===== config.mk =====
export PLATFORM = sky130hd
export DESIGN_NAME = spi_master_ctrl
export DESIGN_NICKNAME = d
export VERILOG_FILES = /design/src/rtl/spi_master_pkg.sv /design/src/rtl/spi_clk_gen.sv /design/src/rtl/spi_master_ctrl.sv
export SDC_FILE = /design/constraint.sdc
export NUM_CORES = 1
export LEC_CHECK = 0
export CORE_MARGIN = 1.5
export CORE_UTILIZATION = 51
export DETAILED_ROUTE_END_ITERATION = 10
export MAX_ROUTING_LAYER = met4
export PLACE_DENSITY = 0.77
export SLEW_MARGIN = 40
export SYNTH_ARGS = -nofsm -noshare
export SYNTH_HDL_FRONTEND = slang
export SYNTH_SLANG_ARGS = --single-unit

===== constraint.sdc =====
create_clock -name io_clock -period 2.3 [get_ports io_clock]
set_clock_uncertainty 0.15 [all_clocks]
set_input_delay 0.46 -clock io_clock [delete_from_list [all_inputs] [get_ports io_clock]]
set_output_delay 0.46 -clock io_clock [all_outputs]
set_load 0.1 [all_outputs]

===== src/rtl/spi_master_pkg.sv =====
// Shared state type, widths and defaults for the SPI master controller.
package spi_master_pkg;

    localparam int SPI_BYTE_W          = 8;
    localparam int SPI_BIT_CNT_W       = $clog2(SPI_BYTE_W);
    localparam int SPI_CLK_DIV_DEFAULT = 4;
    localparam int SPI_TMR_W           = 8;

    typedef enum logic [2:0] {
        ST_IDLE,
        ST_SETUP,
        ST_SHIFT,
        ST_HOLD,
        ST_DEASSERT
    } spi_state_t;

    // Down-counters expire on zero, so a duration of N cycles loads N-1.
    function automatic logic [SPI_TMR_W-1:0] tmr_load(input int cycles);
        return SPI_TMR_W'(cycles - 1);
    endfunction

endpackage


===== src/rtl/spi_clk_gen.sv =====
// SCLK phase timer: emits one-cycle rise/fall strobes every CLK_DIV cycles while enabled.
module spi_clk_gen
    import spi_master_pkg::*;
#(
    parameter int CLK_DIV = SPI_CLK_DIV_DEFAULT
) (
    input  logic io_clock,
    input  logic io_reset,
    input  logic en,
    output logic rise,
    output logic fall
);

    localparam logic [SPI_TMR_W-1:0] RELOAD = SPI_TMR_W'(CLK_DIV - 1);

    logic [SPI_TMR_W-1:0] phase_cnt;
    logic                 high_phase;
    logic                 tc;

    assign tc   = (phase_cnt == '0);
    assign rise = en && tc && !high_phase;
    assign fall = en && tc && high_phase;

    // Disabled means parked at the start of a low phase, ready for the next byte.
    always_ff @(posedge io_clock or posedge io_reset) begin
        if (io_reset) begin
            phase_cnt  <= RELOAD;
            high_phase <= 1'b0;
        end else if (!en) begin
            phase_cnt  <= RELOAD;
            high_phase <= 1'b0;
        end else if (tc) begin
            phase_cnt  <= RELOAD;
            high_phase <= !high_phase;
        end else begin
            phase_cnt <= phase_cnt - 1'b1;
        end
    end

endmodule


===== src/rtl/spi_master_ctrl.sv =====
// Byte-stream SPI master (mode 0) with one-entry response buffer.
// Optional internal loopback of MOSI into the receive path: define SPI_MASTER_LOOPBACK_EN.
//
// state    | meaning
// IDLE     | SS high, waiting for a command byte
// SETUP    | SS low, MOSI holds bit 7, CLK_DIV cycles before the first SCLK low phase
// SHIFT    | 8 SCLK periods, sample on rise, shift MOSI on fall
// HOLD     | SS low, SCLK low; waits for the next byte, or times the SS tail after a last byte
// DEASSERT | SS high for SS_IDLE_CYCLES before returning to IDLE
module spi_master_ctrl
    import spi_master_pkg::*;
#(
    parameter int CLK_DIV        = SPI_CLK_DIV_DEFAULT,
    parameter int SS_IDLE_CYCLES = 2
) (
    input  logic                  io_clock,
    input  logic                  io_reset,
    input  logic                  io_cmd_valid,
    output logic                  io_cmd_ready,
    input  logic [SPI_BYTE_W-1:0] io_cmd_data,
    input  logic                  io_cmd_last,
    output logic                  io_rsp_valid,
    input  logic                  io_rsp_ready,
    output logic [SPI_BYTE_W-1:0] io_rsp_data,
    output logic                  io_busy,
    output logic                  io_spi_sclk,
    output logic                  io_spi_ss,
    output logic                  io_spi_mosi,
`ifdef SPI_MASTER_LOOPBACK_EN
    input  logic                  io_loopback,
`endif
    input  logic                  io_spi_miso
);

    spi_state_t              state;
    logic                    ready_en;
    logic [SPI_TMR_W-1:0]    tmr;
    logic [SPI_BIT_CNT_W-1:0] bits_left;
    logic                    last_q;
    logic [SPI_BYTE_W-2:0]   tx_rest;
    logic [SPI_BYTE_W-1:0]   rx_shift;
    logic                    sclk_q;
    logic                    ss_q;
    logic                    mosi_q;
    logic                    rsp_valid_q;
    logic [SPI_BYTE_W-1:0]   rsp_data_q;
    logic                    clk_rise;
    logic                    clk_fall;
    logic                    miso_sel;
    logic                    rsp_free;
    logic                    accept;

`ifdef SPI_MASTER_LOOPBACK_EN
    assign miso_sel = io_loopback ? mosi_q : io_spi_miso;
`else
    assign miso_sel = io_spi_miso;
`endif

    // A byte is only taken when its response has somewhere to land at frame end.
    assign rsp_free     = !rsp_valid_q || io_rsp_ready;
    assign io_cmd_ready = ready_en && rsp_free &&
                          ((state == ST_IDLE) || (state == ST_HOLD && !last_q));
    assign accept       = io_cmd_valid && io_cmd_ready;

    assign io_busy      = (state != ST_IDLE);
    assign io_spi_sclk  = sclk_q;
    assign io_spi_ss    = ss_q;
    assign io_spi_mosi  = mosi_q;
    assign io_rsp_valid = rsp_valid_q;
    assign io_rsp_data  = rsp_data_q;

    spi_clk_gen #(
        .CLK_DIV (CLK_DIV)
    ) u_clk_gen (
        .io_clock (io_clock),
        .io_reset (io_reset),
        .en       (state == ST_SHIFT),
        .rise     (clk_rise),
        .fall     (clk_fall)
    );

    always_ff @(posedge io_clock or posedge io_reset) begin
        if (io_reset) begin
            state       <= ST_IDLE;
            ready_en    <= 1'b0;
            tmr         <= '0;
            bits_left   <= '0;
            last_q      <= 1'b0;
            tx_rest     <= '0;
            rx_shift    <= '0;
            sclk_q      <= 1'b0;
            ss_q        <= 1'b1;
            mosi_q      <= 1'b0;
            rsp_valid_q <= 1'b0;
            rsp_data_q  <= '0;
        end else begin
            ready_en <= 1'b1;
            if (rsp_valid_q && io_rsp_ready) begin
                rsp_valid_q <= 1'b0;
            end

            case (state)
                ST_IDLE: begin
                    if (accept) begin
                        ss_q    <= 1'b0;
                        mosi_q  <= io_cmd_data[SPI_BYTE_W-1];
                        tx_rest <= io_cmd_data[SPI_BYTE_W-2:0];
                        last_q  <= io_cmd_last;
                        tmr     <= tmr_load(CLK_DIV);
                        state   <= ST_SETUP;
                    end
                end

                ST_SETUP: begin
                    if (tmr == '0) begin
                        bits_left <= SPI_BIT_CNT_W'(SPI_BYTE_W - 1);
                        state     <= ST_SHIFT;
                    end else begin
                        tmr <= tmr - 1'b1;
                    end
                end

                ST_SHIFT: begin
                    if (clk_rise) begin
                        sclk_q   <= 1'b1;
                        rx_shift <= {rx_shift[SPI_BYTE_W-2:0], miso_sel};
                    end
                    if (clk_fall) begin
                        sclk_q <= 1'b0;
                        if (bits_left == '0) begin
                            rsp_valid_q <= 1'b1;
                            rsp_data_q  <= rx_shift;
                            tmr         <= tmr_load(CLK_DIV);
                            state       <= ST_HOLD;
                        end else begin
                            bits_left <= bits_left - 1'b1;
                            mosi_q    <= tx_rest[SPI_BYTE_W-2];
                            tx_rest   <= {tx_rest[SPI_BYTE_W-3:0], 1'b0};
                        end
                    end
                end

                ST_HOLD: begin
                    if (last_q) begin
                        // SS tail after the final byte, then release the slave.
                        if (tmr == '0) begin
                            ss_q   <= 1'b1;
                            mosi_q <= 1'b0;
                            tmr    <= tmr_load(SS_IDLE_CYCLES);
                            state  <= ST_DEASSERT;
                        end else begin
                            tmr <= tmr - 1'b1;
                        end
                    end else if (accept) begin
                        mosi_q    <= io_cmd_data[SPI_BYTE_W-1];
                        tx_rest   <= io_cmd_data[SPI_BYTE_W-2:0];
                        last_q    <= io_cmd_last;
                        bits_left <= SPI_BIT_CNT_W'(SPI_BYTE_W - 1);
                        state     <= ST_SHIFT;
                    end
                end

                ST_DEASSERT: begin
                    if (tmr == '0) begin
                        state <= ST_IDLE;
                    end else begin
                        tmr <= tmr - 1'b1;
                    end
                end

                default: state <= ST_IDLE;
            endcase
        end
    end

endmodule


Yosys cells after proc, flatten, opt, wreduce, memory -nomap -nowiden:

Index checks and enable logic that the tools add are counted.

* add/subtract/negate cells: 3
* divide/modulo/power cells: 0
* $mul: 0
* reduce and logical (&&, ||, !) cells: 34
* mux-type cells: 51
* equal/unequal tests: 18
* bitwise operators: 0
* shifts and indexed selects: 0
* $lt $le $gt $ge: 0

Operators by type and width (number)
* $mux W8: 8
* $mux W3: 13
* $pmux W8 S4: 1
* $mux W7: 4
* $ne A2 B2 Y1 const B: 11
* $pmux W7 S3: 1
* $mux W1: 19
* $logic_not A8 Y1: 2
* $sub A8 B1 Y8 const B: 2
* $pmux W3 S5: 1
* $reduce_and A4 Y1: 3
* $reduce_and A6 Y1: 2
* $pmux W3 S3: 1
* $reduce_bool A3 Y1: 3
* $logic_and A1 B1 Y1: 8
* $reduce_and A7 Y1: 1
* $eq A3 B2 Y1 const B: 2
* $logic_not A3 Y1: 2
* $reduce_and A2 Y1: 3
* $pmux W1 S2: 2
* $reduce_bool A2 Y1: 2
* $reduce_bool A4 Y1: 1
* $eq A3 B1 Y1 const B: 1
* $eq A3 B3 Y1 const B: 1
* other kinds (9): 12

* latch bits: 0
* memories: 0
* bits in registers: 52
* RAM bits: 0
* bits in read-only memories: 0
* output and inout port bits: 14
* bits of input ports: 14

Longest topological paths before layout:

* word-level depth: 8
* gate-level depth with buffers: 9

By module:

Synthesis repeated with hierarchy kept, for this count alone.

* cells, all modules: 273
* area total of the unflattened synthesis: 2705.1 um2

Modules (own cells, without submodules)
* spi_master_ctrl: seq. area each 1077.3 um2, area each 2207.1 um2, cells an instance 222, times used 1
* spi_clk_gen: seq. area each 227.7 um2, area each 498.0 um2, cells an instance 51, times used 1

Worst setup path after synthesis:

OpenSTA, ideal clock, no wires.

* kind: flip-flop to output port
* start: register rsp_valid_q, in the netlist io_rsp_valid
* end: output io_cmd_ready
* arrival: 1816 ps
* buffers on the path: 0
* cell stages (with the launch flop): 3
* required time: 1690 ps
* path slack: -126 ps
* cells stage by stage: dfrtp_1 nand2b_1 and3_1

* longest elaborated chain between the ends: 4

RTL lines
* start: declaration: RTL line spi_master_ctrl.sv:45 `logic rsp_valid_q;`
* start signal: assignment: RTL line spi_master_ctrl.sv:94 `rsp_valid_q <= 1'b0;`
* start signal: assignment: RTL line spi_master_ctrl.sv:99 `rsp_valid_q <= 1'b0;`
* start signal: assignment: RTL line spi_master_ctrl.sv:131 `rsp_valid_q <= 1'b1;`
* $logic_not A1 Y1: RTL line spi_master_ctrl.sv:60 `assign rsp_free = !rsp_valid_q || io_rsp_ready;`
* $logic_or A1 B1 Y1: RTL line spi_master_ctrl.sv:60
* $logic_and A1 B1 Y1 (2 in series): RTL line spi_master_ctrl.sv:61 `assign io_cmd_ready = ready_en && rsp_free &&`
* end: declaration: RTL line spi_master_ctrl.sv:19 `output logic io_cmd_ready,`

No other way between the ends.

Worst setup path after layout:

* start: register tmr[0]
* end: register tmr[7]

* longest elaborated chain between the ends: 4

RTL lines
* start: declaration: RTL line spi_master_ctrl.sv:37 `logic [SPI_TMR_W-1:0] tmr;`
* start signal: assignment: RTL line spi_master_ctrl.sv:109 `tmr <= tmr_load(CLK_DIV);`
* start signal: assignment: RTL line spi_master_ctrl.sv:119 `tmr <= tmr - 1'b1;`
* start signal: assignment: RTL line spi_master_ctrl.sv:133 `tmr <= tmr_load(CLK_DIV);`
* $sub A8 B1 Y8 or $logic_not A8 Y1 (tied branches)
* $mux W8: RTL line spi_master_ctrl.sv:146 `if (tmr == '0) begin`
* $mux W8: RTL line spi_master_ctrl.sv:144 `if (last_q) begin`
* $pmux W8 S4: RTL line spi_master_ctrl.sv:102 `case (state)`

Parallel ways exist; a longest one is shown, timed or not. The select of a mux whose other input is x is not followed.
A chain may end at the register's enable or synchronous reset.

==> impl_metrics.py <==
metrics = {
    "min_path": {
        "min_to": "u_clk_gen.phase_cnt[0]$_DFF_PP1_",
        "holdCritStartpoint": "u_clk_gen.phase_cnt[0]$_DFF_PP1_",
        "min_path_cells": 1,
        "hp-class": "reg2reg",
    },
    "setup_path": {
        "critPathTopFamily": "simple AND/OR/NAND/NOR gates",
        "crit_required_ns": 2.36,
        "slowest_stage": "or4_4",
        "cp_num_buf_inv": 1,
        "slowest_delay_ns": 0.47,
        "cp-start-kind": "flip-flop",
        "crit_chain": "buf_6 > or4_4 > or2_4 > or3_4 > a211o_1 > a22o_1",
        "ff2ff_path_depth": 6,
        "worstPathMaxFanout": 2,
        "critical_path_class": "reg2reg",
        "critPathCaptureType": "flip-flop",
        "reg2reg_to": "tmr[7]$_DFFE_PP0P_",
        "cp.arrival_ns": 2.36,
        "reg2reg_from": "tmr[0]$_DFFE_PP0P_",
        "ff2ff_setup_slack_ns": 0.0002,
    },
    "cts": {
        "cts_hold_buf": 0,
        "cts_buffers": 5,
        "cts_tree": "done",
        "clk_latency_ns": 0.31,
        "cts_sinks": 52,
        "htreeDepth": 2,
        "clk_pin_slew_ns": 0.10,
        "cts_root_buffer": "clkbuf_8",
        "ctsLongestPathBuffers": 2,
    },
    "yosys": {
        "synth_cell_type_count": 53,
        "synth_area_mm2": 0.002628,
        "synth_nets": 281,
        "yosysSeqAreaShare": 0.4967,
        "synth_cells": 261,
        "synth_largest_area_cell": "dfrtp_1",
        "synth_edf_count": 0,
        "avgSynthCellArea_um2": 10.07,
        "yosys.area_share.adder": 0.02857,
        "synth_mux_area_frac": 0.07667,
        "async_reset_ff_frac": 1.000,
        "synth_top_family_by_area": "simple AND/OR/NAND/NOR gates",
        "synth_top_area_frac": 0.4667,
        "synth_area_leaders": "dfrtp_1 47%, mux2_2 7.3%, nand2_1 4.3%",
        "post-synth-top-count-cell": "dfrtp_1",
        "yosys_warnings": 0,
        "synth-compound-area-share": 0.1576,
        "synth_ff_type": "dfrtp_1",
        "netlist_top_cells_count": "49 x dfrtp_1, 30 x nand2_1, 17 x mux2_2, 17 x nor2_1, 14 x a21oi_1",
        "synth-seq-cells": 52,
        "synth-simple-area-share": 0.1914,
        "synthXorXnorAreaFrac": 0.01667,
    },
    "floorplan": {
        "die_h_um": 74.78,
        "rows": 25,
        "io_pins": 28,
        "start_util": 0.5419,
        "dieArea_mm2": 0.005591,
        "die_x_um": 74.78,
        "core_area_mm2": 0.004848,
    },
    "sta": {
        "min_period_ns": 2.300,
        "rsz0062_at_grt": "yes",
        "setup_tns_ns": 0,
        "setup_violations": 0,
        "hold_viol": 0,
        "drv_slew": 0,
        "max_freq_mhz": 434.8,
        "finalCritPeriodShare": 0.9999,
    },
    "run_status": {
        "status": "finished clean",
    },
    "final_layout": {
        "final_util": 0.7043,
        "fin_nets": 343,
        "num_antenna_cells": 0,
        "syn_to_final_growth_pct": 29.95,
        "postLayoutCellArea_mm2": 0.003415,
        "layout-drive-gt1-share": 0.3241,
    },
    "global_route": {
        "grt_pass1_wl_mm": 9.473,
        "grt_use_total": 0.2326,
        "grt.overflow.total": 0,
        "antenna_found_initial": 0,
        "grt_pass1_vias": 2081,
        "grt_max_degree": 53,
    },
    "drt": {
        "via_count": 2168,
        "ant_nets": 0,
        "viasPerCell": 5.545,
        "drt_iter0_drc": 125,
        "routed_wl_mm": 5.784,
        "wl_per_cell_um": 14.79,
        "dr.pass1.iters": 4,
        "drc": 0,
    },
    "flow_run": {
        "cap_violations": 0,
    },
    "placed_design": {
        "place_area_mm2": 0.003179,
        "dp_hpwl_mm": 4.003,
        "port_buffers": 27,
        "gp_congestion": 0.8775,
    },
    "pwr": {
        "power_density_mw_per_mm2": 1058,
        "p_leak_nw": 1.591,
        "ir_drop_uv": 498.8,
    },
}
## routing by layer
| layer | global-route usage | share of wire |
|---|---|---|
| met5 | - | 0 |
| met1 | 0.2922 | 0.42 |
| met2 | 0.3800 | 0.52 |
| met4 | 0.07879 | 0.019 |
| met3 | 0.04418 | 0.039 |
## layout make-up
class	instances	area [um2]
Fill cell	365	1434
Multi-Input combinational cell	188	1311
Sequential cell	52	1309
Timing Repair Buffer	64	574.3
Tap cell	67	83.83
Clock buffer	5	68.82
Inverter	12	45.04
Clock inverter	3	22.52
## stage by stage
step | instances | power (mW) | hold WS (ns) | setup WS, ns
final | 391 | 3.612 | 0.3387 | 0.0001574
after global routing | 391 | 3.851 | 0.3543 | -0.05200
after CTS | 387 | 3.474 | 0.3306 | -0.04336
after detailed placement | 374 | 2.853 | 0.3097 | -0.06229
after global placement | 374 | 2.807 | 0.3000 | 0.03732
after floorplan | 261 | 2.280 | 0.2886 | 0.08589
## placed cells by master, fill, tap and decap left out, types with 3 or more instances in the layout
cell | Yosys | final
a22o_1 | 5 | 5
buf_6 | 0 | 3
clkdlybuf4s50_1 | 0 | 13
dfrtp_1 | 49 | 46
nand2b_1 | 7 | 7
a211o_1 | 4 | 4
nand2_1 | 30 | 29
nor4_1 | 3 | 3
inv_1 | 12 | 7
nor3_1 | 7 | 7
dfstp_2 | 3 | 3
o21ai_0 | 11 | 10
a21o_1 | 3 | 3
nor2_1 | 17 | 17
buf_4 | 0 | 44
inv_2 | 0 | 5
nand3_1 | 8 | 8
a21oi_1 | 14 | 13
xor2_1 | 3 | 3
clkbuf_8 | 0 | 5
nor2b_1 | 3 | 3
a31oi_1 | 7 | 7
mux2_2 | 17 | 17
ha_1 | 6 | 5
buf_12 | 0 | 4
dfrtp_2 | 0 | 3
## how the worst max path moves through the flow
stage,from,to,slack (ns),depth (start not counted)
final,tmr[0]$_DFFE_PP0P_,tmr[7]$_DFFE_PP0P_,0.0002,6
after global routing,tmr[0]$_DFFE_PP0P_,tmr[7]$_DFFE_PP0P_,-0.05,6
after CTS,tmr[0]$_DFFE_PP0P_,tmr[7]$_DFFE_PP0P_,-0.04,6
after detailed placement,tmr[0]$_DFFE_PP0P_,tmr[2]$_DFFE_PP0P_,-0.06,9
after global placement,io_rsp_ready,tx_rest[1]$_DFFE_PP0P_,0.04,6
after floorplan,u_clk_gen.phase_cnt[0]$_DFF_PP1_,tx_rest[1]$_DFFE_PP0P_,0.09,9
## worst reg2reg max path: cells and delay by family, from the launching register on
kind | cells | cell delay, ns
flops | 1 | 0.42
buf+inv | 1 | 0.13
simple gates | 3 | 1.05
compound gates | 2 | 0.45
## kinds of logic after synthesis
| kind of cell | after synthesis |
|---|---|
| AND/OR/NAND/NOR | 96 |
| AO/OA/AOI/OAI | 62 |
| flip-flops | 52 |
| buffers and inverters | 21 |
| multiplexers | 18 |
| adder cells (fa/ha/maj) | 6 |
| XOR/XNOR | 5 |
| other | 1 |
## power by group
group	leakage, nW	switching [mW]	internal, mW
Sequential	0.659	0.176	1.11
Clock	0.0485	0.316	0.219
Combinational	0.883	0.948	0.843
## flip-flops by register name, indices dropped and copies added (netlist names), 3 cells and up
register / cells
state: 3
u_clk_gen.phase_cnt: 8
bits_left: 3
rx_shift: 8
tx_rest: 7
io_rsp_data: 8
tmr: 8
## what timing repair did
action / CTS / global route
pin swaps: 5 / 6
resized for setup: 8 / 16
buffers inserted: 5 / 5
hold endpoints to repair: 0 / 0
endpoints found under the setup margin: 2 / 13
No activity file was read; power rests on OpenSTA's default activity.
==> variant 1: new RTL, same flow settings <==
Change the package constant `SPI_BYTE_W` from 8 to 4.
--- a/src/rtl/spi_master_pkg.sv
+++ b/src/rtl/spi_master_pkg.sv
@@ -3,3 +3,3 @@
 
-    localparam int SPI_BYTE_W          = 8;
+    localparam int SPI_BYTE_W          = 4;
     localparam int SPI_BIT_CNT_W       = $clog2(SPI_BYTE_W);
Interface: changed (resized io_cmd_data and io_rsp_data); port bits go from 28 to 20. No check against the original RTL was run, so the function may have changed too.
==> variant 1 against the unedited design <==
Power decreased by 11%. The run now ends with negative setup slack left. Wire length fell by 16%. Largest cell class unchanged. Critical endpoint is now io_cmd_ready. Cell area decreased by 16%. Via count decreased by 16%. Core utilization is 0.35 points higher. Fmax decreased by 0.41%. Sequential cell count decreased by 13. Area after synthesis down 18%. Setup slack worse by 0.0094 ns. Highest routed layer unchanged.
==> variant 1: results <==
group,metric,value,unit
synth,netlist_top_cells_area,"dfrtp_1 42%, mux2_2 5.8%, dfstp_2 3.7%",
place,port_buffers,19,
synth,synth_fp_nets,233,
cells_and_area,drive_gt1_share,33.2,%
pwr,leakage,1.34,nW
worst_setup_path,cp_slowest_cell,"dfrtp_1",
clock_network,htree_levels,2,
synth,ys_warn_count,0,
worst_hold_path,hp-class,"reg2reg",
clock_network,numCtsBuffers,5,
grt,antenna_found_initial,0,
worst_setup_path,arrival,1.70,ns
cells_and_area,nClkBuffers,5,
grt,grt_max_degree,24,
synth,ys_types,52,
cells_and_area,fill_cells,289,
place,dpl_worst_slack,-0.109,ns
worst_setup_path,crit_family,"simple AND/OR/NAND/NOR gates",
clock_network,cts_buffer_depth,2,
grt,grt_use_total,24.6,%
timing,fin_ws,-0.00928,ns
worst_setup_path,path_max_fanout,17,
cells_and_area,inv_count,15,
worst_setup_path,max_stage_delay,0.41,ns
cells_and_area,nets,291,
grt,first_global_vias,1723,
grt,grt_first_pass_wirelength,8.05,mm
cells_and_area,seq_area_share,34.4,%
route,via_per_inst,5.59,
clock_network,postCtsSetupRepairBufs,3,
timing,setup_violations,2,
route,routed_wl,4.85,mm
synth,synth_commonest_cells,"36 x dfrtp_1, 17 x nand2_1, 17 x nor2_1",
clock_network,cts_root_buf,"clkbuf_8",
pwr,ir_drop,0.867,mV
worst_setup_path,crit_start,"state[0]",
worst_setup_path,timing.rr.start,"u_clk_gen.phase_cnt[4]",
place,dp_hpwl,3.60,mm
cells_and_area,nFlopsAndLatches,39,
cells_and_area,antenna_cells,0,
cells_and_area,buffer_area_share,18.1,%
cells_and_area,multi_input_area_share,40.0,%
timing,fin_tns_setup,-0.0146,ns
run_status,status,"finished with violations",
cells_and_area,nMultiInputCombCells,156,
cells_and_area,clk_share,3.29,%
worst_hold_path,hp-start,"io_spi_sclk",
run_status,violations,"negative setup slack",
floorplanning,core,4030,um^2
synth,ys_seq_area_share,45.7,%
clock_network,clock_latency,0.30,ns
cells_and_area,buffers,59,
place,place_congestion,0.905,
route,drt-initial-drc-count,91,
==> variant 1: path summary, 6_finish.rpt <==
| kind | to | slack, ns | cells after the start |
|---|---|---|---|
| max in group asynchronous | u_clk_gen.phase_cnt[0] | 1.34 | 3 |
| max | io_cmd_ready | -0.009 | 5 |
| max reg2reg | bits_left[0] | -0.009 | 5 |
| min reg2reg | io_spi_sclk | 0.34 | 1 |
| min | io_spi_sclk | 0.34 | 1 |
| min in group asynchronous | tmr[1] | 0.35 | 3 |
==> variant 1: cell families (layout without fill, tap and decap cells) <==
family,count (synthesis),after routing,synth area share [%]
xor gates and xnor gates,7,7,2.86
and+or+nand+nor,77,77,19.5
AOI/OAI and AO/OA,49,49,16.0
other,1,1,0.175
muxes,17,17,8.70
adders and majority gates,5,5,2.92
DFF,39,39,45.7
buffers and inverters,23,82,4.14
==> variant 1: where the power goes <==
group / total [mW] / internal [mW] / switching (mW)
registers: 0.981 / 0.839 / 0.143
clock network: 0.486 / 0.217 / 0.269
logic: 1.75 / 0.816 / 0.934
total: 3.22 / 1.87 / 1.35
==> variant 1: metal layers <==
metal / vias to the layer above / part of all wire, % / global-route usage [%]
met5: - / 0 / -
met2: 43 / 49 / 38.2
met1: 883 / 46 / 32.8
li1: 894 / - / -
met4: 0 / 1.1 / 7.50
met3: 7 / 4.4 / 4.93
==> variant 1: stage by stage <==
| step | power (mW) | cell area (um^2) | cells |
|---|---|---|---|
| global route | 3.45 | 2850 | 327 |
| floorplan | 2.04 | 2150 | 218 |
| global placement | 2.58 | 2670 | 316 |
| finish | 3.22 | 2850 | 327 |
| detailed placement | 2.62 | 2670 | 316 |
| CTS | 3.17 | 2820 | 327 |
==> variant 2: new RTL, config.mk and constraints unchanged <==
Without the edit above. The 5 states of `spi_state_t` get a one-hot encoding in 5 bits.
--- a/src/rtl/spi_master_pkg.sv
+++ b/src/rtl/spi_master_pkg.sv
@@ -8,8 +8,8 @@
 
-    typedef enum logic [2:0] {
-        ST_IDLE,
-        ST_SETUP,
-        ST_SHIFT,
-        ST_HOLD,
-        ST_DEASSERT
+    typedef enum logic [4:0] {
+        ST_IDLE     = 5'b00001,
+        ST_SETUP    = 5'b00010,
+        ST_SHIFT    = 5'b00100,
+        ST_HOLD     = 5'b01000,
+        ST_DEASSERT = 5'b10000
     } spi_state_t;
Behaviour: same outputs for any inputs over 10 cycles, from zero or initial values and one cycle with io_reset high; not proved beyond that.
==> variant 2 against the unedited design <==
The flow now finishes with violations (negative setup slack). Cell area is 9.2% higher. Area after synthesis rose by 6.1%. Sequential cell count grew 2. Critical path depth unchanged. Setup slack lost 0.018 ns. Sequential share of layout area shrank 1.8 points. Synthesized cell count decreased by 0.77%. Wire length up 19%. Power grew 4.9%. Critical path type unchanged. Largest cell class unchanged. Largest power group unchanged. Highest routed layer unchanged.
==> variant 2: results <==
group,metric,value,unit
timing,fin_tns_setup,-0.0174,ns
grt,grt_first_pass_wirelength,10.7,mm
synth,ys_seq_area_share,48.6,%
synth,synth_cells,259,
grt,first_global_vias,2276,
worst_setup_path,crit_start,"state[4]",
run_status,violations,"negative setup slack",
route,wl_per_cell,17.2,um
place,placed_cells_incl_taps,376,
timing,fin_ws,-0.0174,ns
worst_setup_path,max_stage_delay,0.56,ns
worst_setup_path,cp_slowest_cell,"o31ai_1",
timing,setup_violations,1,
synth,synth_fp_nets,279,
route,drt-initial-drc-count,178,
grt,grt_max_degree,22,
worst_hold_path,hp-class,"in2async",
synth,netlist_top_cells_area,"dfrtp_1 45%, mux2_2 7.3%, dfstp_2 3.8%",
route,via_per_inst,5.70,
run_status,status,"finished with violations",
place,dpl_worst_slack,-0.0881,ns
cells_and_area,fill_cells,336,
place,place_congestion,0.924,
cells_and_area,nets,349,
cells_and_area,drive_gt1_share,37.3,%
cells_and_area,final_cells,400,
synth,synth_commonest_cells,"50 x dfrtp_1, 25 x nand2_1, 19 x nor2_1",
## variant 2: cell count changes after synthesis, moves of 5 or more
cell      unedited run  this run
a21oi_1             14         8
mux2i_1              1         7
clkbuf_1             7         2
nand2_1             30        25
a31oi_1              7         2
## variant 2: worst reg2reg max path: cells and delay by family, from the launching register on
| kind | cells | cell delay [ns] |
|---|---|---|
| flops | 1 | 0.40 |
| mux | 1 | 0.31 |
| buf+inv | 1 | 0.18 |
| compound gates | 2 | 0.76 |
| simple gates | 2 | 0.43 |
## variant 2: cell families after synthesis
logic type,share of synthesized area (%)
AND/OR/NAND/NOR,22.1
flip-flops,48.6
AO/OA/AOI/OAI,10.5
multiplexers,9.78
buffers and inverters,2.69
XOR/XNOR,3.45
adder cells (fa/ha/maj),2.69
other,0.134
## variant 2: timing repair
item / CTS / global route
pin swaps: 0 / 8
setup buffers: 3 / 12
setup endpoints to repair: 11 / 33
gates cloned: 0 / 1
gates resized for setup: 4 / 25
## variant 2: final cells by class
class	count	share of cell area, %
clock inverter	1	0.805
multi-input combinational	187	39.3
timing repair buffer	69	17.5
clock buffer	7	2.31
inverter	12	1.21
tap	70	2.35
sequential	54	36.5
## variant 2: worst paths after layout
kind,to,slack (ns),depth (start not counted)
worst min-delay path,tmr[3],0.31,2
worst min register to register,tx_rest[2],0.34,2
worst max-delay path,state[4],-0.02,6
max in group asynchronous,u_clk_gen.phase_cnt[1],1.15,3
worst max register to register,state[4],-0.02,6
min in group io_clock,tx_rest[2],0.34,2
## variant 2: metal layers
metal / routed length [um] / GRT usage, %
met3: 285 / 3.57
met1: 2930 / 30.3
met4: 270 / 6.85
met2: 3390 / 38.8
met5: 0 / -
## variant 2: power by group
group | internal [mW] | switching, mW
clock | 0.356 | 0.318
combinational | 0.766 | 1.07
sequential | 1.12 | 0.166
total | 2.24 | 1.55
